**config.mk**
```make
export PLATFORM = sky130hd
export DESIGN_NAME = vram_port_arbiter
export DESIGN_NICKNAME = d
export VERILOG_FILES = /design/src/rtl/vram_port_arbiter.sv
export SDC_FILE = /design/constraint.sdc
export NUM_CORES = 1
export LEC_CHECK = 0
export BUFFER_PORTS_ARGS = -buffer_cell sky130_fd_sc_hd__buf_2
export CAP_MARGIN = 20
export CORE_MARGIN = 3
export CORE_UTILIZATION = 44
export DETAILED_ROUTE_END_ITERATION = 10
export PLACE_DENSITY = 0.81
export SYNTH_ARGS = -nofsm -noshare
export SYNTH_HDL_FRONTEND = slang
export SYNTH_SLANG_ARGS = --single-unit
```
**constraint.sdc**
```tcl
create_clock -name clk -period 4.2 [get_ports clk]
set_clock_uncertainty 0.2 [all_clocks]
set_input_delay 0.84 -clock clk [delete_from_list [all_inputs] [get_ports clk]]
set_output_delay 0.84 -clock clk [all_outputs]
set_load 0.1 [all_outputs]
```
**src/rtl/vram_port_arbiter.sv**
```systemverilog
// Arbiter sharing exmem port 2 between the VGA pixel fetcher (fixed priority, read-only)
// and an IO/loader master, with a starvation counter guaranteeing IO forward progress.
module vram_port_arbiter #(
   parameter int unsigned ADDR_W      = 16,
   parameter int unsigned DATA_W      = 16,
   parameter int unsigned IO_MAX_WAIT = 8,
   parameter int unsigned CNT_W       = 4
) (
   input  logic              clk,
   input  logic              reset,
   input  logic              vga_req,
   input  logic [ADDR_W-1:0] vga_addr,
   output logic              vga_gnt,
   output logic              vga_rvalid,
   output logic [DATA_W-1:0] vga_rdata,
   input  logic              io_req,
   input  logic              io_we,
   input  logic [ADDR_W-1:0] io_addr,
   input  logic [DATA_W-1:0] io_wdata,
   output logic              io_gnt,
   output logic              io_rvalid,
   output logic [DATA_W-1:0] io_rdata,
   output logic [ADDR_W-1:0] mem_addr2,
   output logic [DATA_W-1:0] mem_din2,
   output logic              mem_we2,
   input  logic [DATA_W-1:0] mem_dout2,
   output logic              busy
);

   typedef enum logic [1:0] {StIdle, StAccess, StResp} state_e;

   localparam logic [CNT_W-1:0] MaxWait = CNT_W'(IO_MAX_WAIT);

   state_e              state_q;
   logic                owner_io_q;
   logic                owner_we_q;
   logic [CNT_W-1:0]    starve_cnt_q;
   logic                vga_gnt_q;
   logic                io_gnt_q;
   logic                vga_rvalid_q;
   logic                io_rvalid_q;
   logic                mem_we2_q;
   logic [ADDR_W-1:0]   mem_addr2_q;
   logic [DATA_W-1:0]   mem_din2_q;
   logic                busy_q;
   logic                io_win;
   logic                vga_win;

   always_comb begin
      io_win  = io_req && (!vga_req || (starve_cnt_q == MaxWait));
      vga_win = vga_req && !io_win;
   end

   always_ff @(posedge clk) begin
      if (!reset) begin
         state_q      <= StIdle;
         owner_io_q   <= 1'b0;
         owner_we_q   <= 1'b0;
         starve_cnt_q <= '0;
         vga_gnt_q    <= 1'b0;
         io_gnt_q     <= 1'b0;
         vga_rvalid_q <= 1'b0;
         io_rvalid_q  <= 1'b0;
         mem_we2_q    <= 1'b0;
         mem_addr2_q  <= '0;
         mem_din2_q   <= '0;
         busy_q       <= 1'b0;
      end else begin
         // Grant, rvalid and write-enable are single-cycle pulses by default.
         vga_gnt_q    <= 1'b0;
         io_gnt_q     <= 1'b0;
         vga_rvalid_q <= 1'b0;
         io_rvalid_q  <= 1'b0;
         mem_we2_q    <= 1'b0;
         unique case (state_q)
            StIdle: begin
               if (io_win || !io_req) begin
                  starve_cnt_q <= '0;
               end else if (starve_cnt_q != MaxWait) begin
                  starve_cnt_q <= starve_cnt_q + 1'b1;
               end
               if (io_win || vga_win) begin
                  owner_io_q  <= io_win;
                  owner_we_q  <= io_win && io_we;
                  mem_addr2_q <= io_win ? io_addr : vga_addr;
                  mem_din2_q  <= io_win ? io_wdata : '0;
                  mem_we2_q   <= io_win && io_we;
                  vga_gnt_q   <= vga_win;
                  io_gnt_q    <= io_win;
                  busy_q      <= 1'b1;
                  state_q     <= StAccess;
               end
            end
            StAccess: begin
               vga_rvalid_q <= !owner_io_q;
               io_rvalid_q  <= owner_io_q && !owner_we_q;
               state_q      <= StResp;
            end
            StResp: begin
               busy_q  <= 1'b0;
               state_q <= StIdle;
            end
            default: begin
               busy_q  <= 1'b0;
               state_q <= StIdle;
            end
         endcase
      end
   end

   assign vga_gnt    = vga_gnt_q;
   assign io_gnt     = io_gnt_q;
   assign vga_rvalid = vga_rvalid_q;
   assign io_rvalid  = io_rvalid_q;
   assign vga_rdata  = mem_dout2;
   assign io_rdata   = mem_dout2;
   assign mem_addr2  = mem_addr2_q;
   assign mem_din2   = mem_din2_q;
   assign mem_we2    = mem_we2_q;
   assign busy       = busy_q;

endmodule

```
==> results of run 1 <==
stage by stage:
step                       util  cell area [µm²]  total power, mW  std cells  hold slack (ps)
after floorplan               -             2300            0.915        268              196
after global placement    0.510             2490            0.840        368              221
after detailed placement  0.510             2490            0.843        368              221
after CTS                 0.539             2630             1.24        376              242
after global routing      0.547             2670             1.28        378              274
final                     0.547             2670             1.24        378              247
report_power, final:
group | internal [mW] | switching (mW)
clock | 0.254 | 0.151
combinational | 0.0709 | 0.283
sequential | 0.465 | 0.0152
area by class of cell:
type | count | area, µm²
Tap cell | 67 | 83.8
Fill cell | 502 | 2210
Timing Repair Buffer | 94 | 500
Clock inverter | 2 | 60.1
Multi-Input combinational cell | 156 | 993
Clock buffer | 6 | 82.6
Sequential cell | 46 | 921
Inverter | 7 | 26.3
how the worst max path moves through the flow:
stage                         start       endpoint  slack [ps]  cells past startpoint
global placement             io_req  mem_addr2[11]        1420                      4
detailed placement           io_req  mem_addr2[14]        1340                      4
finish                       io_req  mem_addr2[14]        1670                      4
floorplan              mem_dout2[0]    io_rdata[0]        2060                      1
CTS                 starve_cnt_q[0]     owner_we_q        1620                      5
global route                vga_req     owner_we_q        1520                      4
state kept, by name, indices dropped and copies added, names as in the netlist:
register      count
vga_gnt           1
mem_addr2        16
busy              1
mem_din2         16
mem_we2           1
starve_cnt_q      4
io_rvalid         1
state_q           2
owner_we_q        1
vga_rvalid        1
io_gnt            1
owner_io_q        1
Yosys cell counts:
cell type / count
a21oi_1: 35
a311oi_1: 16
a31o_2: 1
a31oi_1: 1
and2_1: 2
and2b_1: 1
and3b_1: 1
buf_2: 10
buf_4: 33
clkbuf_1: 16
clkinv_1: 2
dfxtp_1: 46
ha_1: 2
inv_1: 5
nand2_1: 6
nand2b_1: 1
nand3_1: 18
nand3b_1: 2
nand4_1: 3
nand4b_1: 1
nor2_1: 3
nor2_2: 2
nor3_1: 1
nor3b_1: 1
nor4_1: 1
o2111ai_1: 16
o211ai_1: 17
o21a_1: 1
o21ai_0: 19
o32ai_1: 1
or2_1: 1
or2_2: 2
or4_1: 1
worst max-delay path: stages:
cell and delay [ps]:
buf_2 140, nor2_1 850, nor2_2 370, a311oi_1 330
kinds of logic after synthesis:
family          Yosys count
compound gates          107
buf+inv                  66
simple gates             47
flops                    46
fa+ha+maj                 2
per-layer routing:
layer / wire length [µm] / share of wire
met2: 2950 / 0.48
met1: 2610 / 0.43
met3: 404 / 0.066
met5: 0 / 0
met4: 144 / 0.024
==> reports/results.ini, run 1 <==
[outcome]
status = finished, final reports clean

[worst_setup_path]
cp.required_ps = 4200
startpoint_type = input pin
endpoint_kind = register
crit_arrival_ps = 2530
critPathMaxFanout = 18
r2r_slack_ps = 1950
timing.rr.end = owner_we_q
r2r_start = starve_cnt_q[0]
path_class = input pin to register
r2r_cells = 6

[sta]
setup_violations = 0
fmax_ghz = 0.396
min_period_over_period = 0.601
period_minus_slack_ps = 2530
hold_viol = 0
worst_slew_pin_slew_ps = 1110
rsz0062_at_grt = false
tns_ps = 0
fin_ws_ps = 1670
slew_headroom = 0.258
maxSlewViolCount = 0

[flow_run]
max_cap_viol_count = 0

[die]
coreArea_um2 = 4880
dieArea_um2 = 6130
rows = 25
io_pins = 139
die_w_um = 78.3
start_util = 0.471
die_y_um = 78.3

[cts]
insertion_delay_ps = 300
hold_buffers = 0
cts_resized = 0
cts_buffers = 5
cts_buffer_depth = 2
h-tree-depth = 2
post_cts_buffers = 0
cts_root_buf = clkbuf_8
clk_pin_slew_ps = 90
cts_tree = built
clkSinkCount = 46

[global_route]
grt_use_met3 = 0.0344
grtUsageMet2 = 0.301
gr-usage-all-layers = 0.194
overflow = 0
grt.busiest_layer = met2
antenna_found_initial = 0
met1_usage = 0.263
grt_pass1_vias = 2098
grt_max_degree = 37
grt_pass1_wl_um = 9740

[final_layout]
n_antenna_cell = 0
nets = 381
layout_common_cells = buf_2 (90), dfxtp_1 (46), a21oi_1 (35)
final_common_cell = buf_2
syn_to_final_growth_pct = 16.1
drive_gt1_frac = 0.344

[pwr]
powerDensity_nw_per_um2 = 465
p_leak_nw = 1.12
vdd.ir_drop.worst_mv = 0.165

[synthesis]
synth_xor_area_frac = 0
synthesis.area_um2 = 2300
synth.top_cell.area_share = 0.401
synth-simple-area-share = 0.113
yosysSeqAreaShare = 0.401
synth_top_family_by_area = compound AO/OA/AOI/OAI gates
synthAdderAreaFrac = 0.0109
synth_area_leader_cell = dfxtp_1
synthesis.nets = 339
ys_types = 33
ys_seq_elements = 46
syn_area_per_cell_um2 = 8.58
synth_compound_area_frac = 0.309
muxShareOfSynthArea = 0
yosys_warnings = 0
syn_inst = 268
yosys-top-cells-area = dfxtp_1 (40%), buf_4 (11%), a21oi_1 (7.6%), a311oi_1 (6.1%), o2111ai_1 (6.1%)

[route]
route.detailed.drc = 0
wirelength_um = 6110
routedWlPerCell_um = 16.2
drtAntennaViolNets = 0
vias = 2224
first_pass_iters = 4
vias_per_cell = 5.88
drt-initial-drc-count = 124

[min_path]
holdPathStages = 1
hp-start = owner_we_q
hp-class = register to register
holdPathEnd = io_rvalid

[place]
gp_congestion = 0.764
dp_slack_ps = 1340
port_buffers = 90
hpwl_um = 3950

Note: power is estimated with default switching activity, not from simulation.
==> run 2, diff against run 1 <==
CORE_UTILIZATION = 43   (was 44)
PLACE_DENSITY = 0.8   (was 0.81)
clock period = 2.64 ns   (was 4.2 ns; I/O delays follow)
==> run 2 against run 1 <==
Combinational power grew 61%. Largest power group unchanged. Power grew 44%. Highest routed layer unchanged. Largest cell class unchanged. Sequential power up 59%.
==> reports/results.ini, run 2 (synthesis gave the netlist of run 1 again) <==
[place]
port_buffers = 90  ; unchanged
hpwl_um = 4050  ; +2.5%
placedInstanceArea_um2 = 2560  ; +2.7%
dp_slack_ps = 362  ; -973 ps
gp_congestion = 0.762  ; -0.26%
dpl.cell_count = 377  ; +2.4%

[pwr]
vdd.ir_drop.worst_mv = 0.344  ; +110%
p_leak_nw = 1.13  ; +0.34%
powerDensity_nw_per_um2 = 673  ; +45%
power_mw = 1.79  ; +44%

[die]
dieArea_um2 = 6260  ; +2.1%
coreArea_um2 = 4940  ; +1.3%
io_pins = 139  ; unchanged
start_util = 0.465  ; -0.00596
die_w_um = 79.1  ; +1.1%
rows = 25  ; unchanged
die_y_um = 79.1  ; +1.1%

[cts]
clkSinkCount = 46  ; unchanged
cts_tree = built
h-tree-depth = 2  ; unchanged
cts_root_buf = clkbuf_8
insertion_delay_ps = 300  ; about the same
cts_buffer_depth = 2  ; unchanged
cts_resized = 0  ; unchanged
clk_pin_slew_ps = 90  ; about the same
cts_buffers = 5  ; unchanged
post_cts_buffers = 0  ; unchanged
hold_buffers = 0  ; unchanged

[global_route]
grt_pass1_wl_um = 9370  ; -3.8%
grt_max_degree = 26  ; -30%
grt_pass1_vias = 1993  ; -5.0%
gr-usage-all-layers = 0.184  ; -0.0100
antenna_found_initial = 0  ; unchanged
overflow = 0  ; unchanged

[worst_setup_path]
endpoint_kind = register
critical_path.startpoint = io_req
startpoint_type = input pin
crit_slowest_cell = nand4b_1
crit_chain = buf_2 -> nand4b_1 -> nand3_1 -> a311oi_1
path_class = input pin to register
crit_arrival_ps = 1990  ; -540 ps
critPathMaxFanout = 25  ; +7
cp.required_ps = 2610  ; -1590 ps
r2r_start = starve_cnt_q[0]
r2r_slack_ps = 650  ; -1300 ps
slowest_delay_ps = 680  ; -170 ps

[sta]
slew_headroom = 0.489  ; +0.231
fin_ws_ps = 620  ; -1050 ps
min_period_over_period = 0.765
fmax_ghz = 0.495
maxSlewViolCount = 0  ; unchanged
hold_viol = 0  ; unchanged
tns_ps = 0  ; unchanged
period_minus_slack_ps = 2020
rsz0062_at_grt = false
worst_slew_pin_slew_ps = 762  ; -347 ps
fin_hold_ws_ps = 235  ; -12.2 ps
setup_violations = 0  ; unchanged

[route]
drt-initial-drc-count = 150  ; +21%
vias_per_cell = 5.64  ; -4.1%
first_pass_iters = 4  ; unchanged
routedWlPerCell_um = 15.3  ; -5.2%
drtAntennaViolNets = 0  ; unchanged
wirelength_um = 5900  ; -3.5%
route.detailed.drc = 0  ; unchanged
vias = 2173  ; -2.3%

[outcome]
status = finished, final reports clean

[final_layout]
drive_gt1_frac = 0.358  ; +0.0144
syn_to_final_growth_pct = 15.4
fin_util = 0.537  ; -0.00996
fin_area_um2 = 2650  ; -0.56%
nets = 388  ; +1.8%
final_common_cell = buf_2
n_antenna_cell = 0  ; unchanged
layout_common_cells = buf_2 (90), dfxtp_1 (46), a21oi_1 (35)
stdcell_count = 385  ; +1.9%

[flow_run]
max_cap_viol_count = 0  ; unchanged

[min_path]
hp-class = register to register
hp-start = owner_we_q

[run 2: metal layers]
layer | track usage | share of wire | up-vias
met5 | 0 | 0 | -
li1 | - | - | 1080
met2 | 0.283 | 0.46 | 103
met1 | 0.249 | 0.44 | 979
met3 | 0.0442 | 0.088 | 11
met4 | 0.0722 | 0.015 | 0
[run 2: power by group]
part	total [mW]	switching [mW]	internal (mW)
sequential	0.764	0.0236	0.741
combinational	0.570	0.451	0.119
clock	0.451	0.240	0.211
[run 2: path summary, 6_finish.rpt]
kind             endpoint  depth (start not counted)
max          mem_addr2[0]                          4
min             io_rvalid                          1
max reg2reg  mem_addr2[0]                          5
min reg2reg     io_rvalid                          1
[run 2: area by class of cell]
cell class                 instances  area (µm²)
timing repair buffer             101         533
clock buffer                       6        82.6
sequential                        46         921
clock inverter                     2        12.5
inverter                           7        26.3
tap                               67        83.8
multi-input combinational        156         993
fill                             482        2290
[run 2: worst max-delay path: cells and delay by family]
kind,cells,cell delay (ps)
AOI/OAI and AO/OA,1,120
and+or+nand+nor,2,990
buffers and inverters,1,350
==> run 3, diff against run 2 <==
clock period = 2 ns   (was 2.64 ns; I/O delays follow)
==> run 3 against run 2 <==
Clock power up 45%. Register-to-register slack worse by 480 ps. Final cell count up 0.78%. Wire length up 2.7%. Sequential power up 32%. Cell area up 1.5%. Clock-buffer cell count grew 2. Setup slack got worse by 450 ps. Critical endpoint is now mem_addr2[11]. Largest power group unchanged.
==> reports/results.ini, run 3 (synthesis gave the netlist of run 1 again) <==
[route]
first_pass_iters = 4  ; unchanged
wirelength_um = 6050  ; +2.7%
routedWlPerCell_um = 15.6  ; +1.9%
vias_per_cell = 5.70  ; +0.92%
route.detailed.drc = 0  ; unchanged
drt-initial-drc-count = 165  ; +10%
drtAntennaViolNets = 0  ; unchanged
vias = 2210  ; +1.7%

[cts]
clk_pin_slew_ps = 80  ; about the same
hold_buffers = 0  ; unchanged
cts_root_buf = clkbuf_8
clkSinkCount = 46  ; unchanged
insertion_delay_ps = 300  ; about the same
cts_buffer_depth = 2  ; unchanged
cts_buffers = 5  ; unchanged
cts_tree = built
h-tree-depth = 2  ; unchanged

[final_layout]
drive_gt1_frac = 0.368  ; +0.00911
syn_to_final_growth_pct = 17.1
fin_util = 0.545  ; +0.00785
final_common_cell = buf_2
fin_area_um2 = 2690  ; +1.5%
layout_common_cells = buf_2 (90), dfxtp_1 (46), a21oi_1 (35)
n_antenna_cell = 0  ; unchanged
nets = 391  ; +0.77%
stdcell_count = 388  ; +0.78%

[place]
hpwl_um = 4270  ; +5.3%
port_buffers = 90  ; unchanged
dpl.cell_count = 380  ; +0.80%
gp_congestion = 0.753  ; -1.1%
placedInstanceArea_um2 = 2580  ; +0.88%

[die]
die_w_um = 79.1  ; unchanged
io_pins = 139  ; unchanged
die_y_um = 79.1  ; unchanged
start_util = 0.465  ; unchanged
dieArea_um2 = 6260  ; unchanged
rows = 25  ; unchanged
coreArea_um2 = 4940  ; unchanged

[worst_setup_path]
endpoint_kind = register
critPathMaxFanout = 13  ; -48%
path_class = register to register
crit_arrival_ps = 1780  ; -210 ps
startpoint_type = register
cp.required_ps = 1950  ; -660 ps

[pwr]
vdd.ir_drop.worst_mv = 0.390  ; +14%
p_leak_nw = 1.15  ; +2.1%
powerDensity_nw_per_um2 = 899  ; +34%

[sta]
period_minus_slack_ps = 1830
rsz0062_at_grt = false
min_period_over_period = 0.915
tns_ps = 0  ; unchanged
hold_viol = 0  ; unchanged
worst_slew_pin_slew_ps = 722  ; -40.9 ps
fmax_ghz = 0.546
maxSlewViolCount = 0  ; unchanged
setup_violations = 0  ; unchanged
slew_headroom = 0.518  ; +0.0294

[global_route]
antenna_found_initial = 0  ; unchanged
overflow = 0  ; unchanged
gr-usage-all-layers = 0.190  ; +0.00561
grt_max_degree = 27  ; +3.8%
grt_pass1_vias = 2027  ; +1.7%
grt_pass1_wl_um = 9430  ; +0.59%

[min_path]
hp-class = input pin to register

[flow_run]
max_cap_viol_count = 0  ; unchanged

[outcome]
status = finished, final reports clean

run 3: cell types whose count changed in the layout (fill, tap and decap cells not counted), sizes merged:
cell / before / now
buf: 101 / 104
clkbuf: 6 / 8
clkinv: 3 / 2
clkinvlp: 1 / 0
run 3: final cells by class:
class                           instances  area [µm²]
Sequential cell                        46         921
Clock buffer                            8         110
Multi-Input combinational cell        156         995
Timing Repair Buffer                  104         556
Inverter                                7        26.3
Fill cell                             483        2250
Tap cell                               67        83.8
run 3: repair_timing:
action	in CTS	in global routing
setup buffers	0	0
endpoints found under the hold margin	0	0
gates resized for setup	0	1
setup endpoints to repair	0	6
run 3: stage by stage:
step / total power [mW] / hold slack (ps) / setup slack, ps
after floorplan: 1.92 / 196 / 297
after global placement: 1.78 / 224 / 224
after detailed placement: 1.79 / 218 / 123
after CTS: 2.44 / 139 / 99.3
after global routing: 2.53 / 143 / 20.5
final: 2.42 / 151 / 169
run 3: worst paths after layout:
check	from	to	slack (ps)	cells after the start
min	io_wdata[5]	mem_din2[5]	150	3
min reg2reg	owner_we_q	io_rvalid	240	1
max	starve_cnt_q[0]	mem_addr2[11]	170	6
max reg2reg	starve_cnt_q[0]	mem_addr2[11]	170	6
run 3: power by group:
group | internal (mW) | switching [mW] | leakage (nW)
sequential | 0.978 | 0.0313 | 0.377
clock | 0.349 | 0.304 | 0.0575
combinational | 0.160 | 0.597 | 0.717
total | 1.49 | 0.933 | 1.15
run 3: worst max-delay path: stages (launching register included):
cell      delay, ps
dfxtp_1         380
inv_1            70
ha_1            230
and3b_2         290
buf_4           200
o211ai_1        190
a311oi_1        120
run 3: metal layers:
layer / up-vias / share of wire / global-route usage
li1: 1077 / - / -
met1: 1013 / 0.43 / 0.238
met2: 107 / 0.46 / 0.295
met3: 13 / 0.083 / 0.0567
met4: 0 / 0.020 / 0.0979
met5: - / 0 / 0
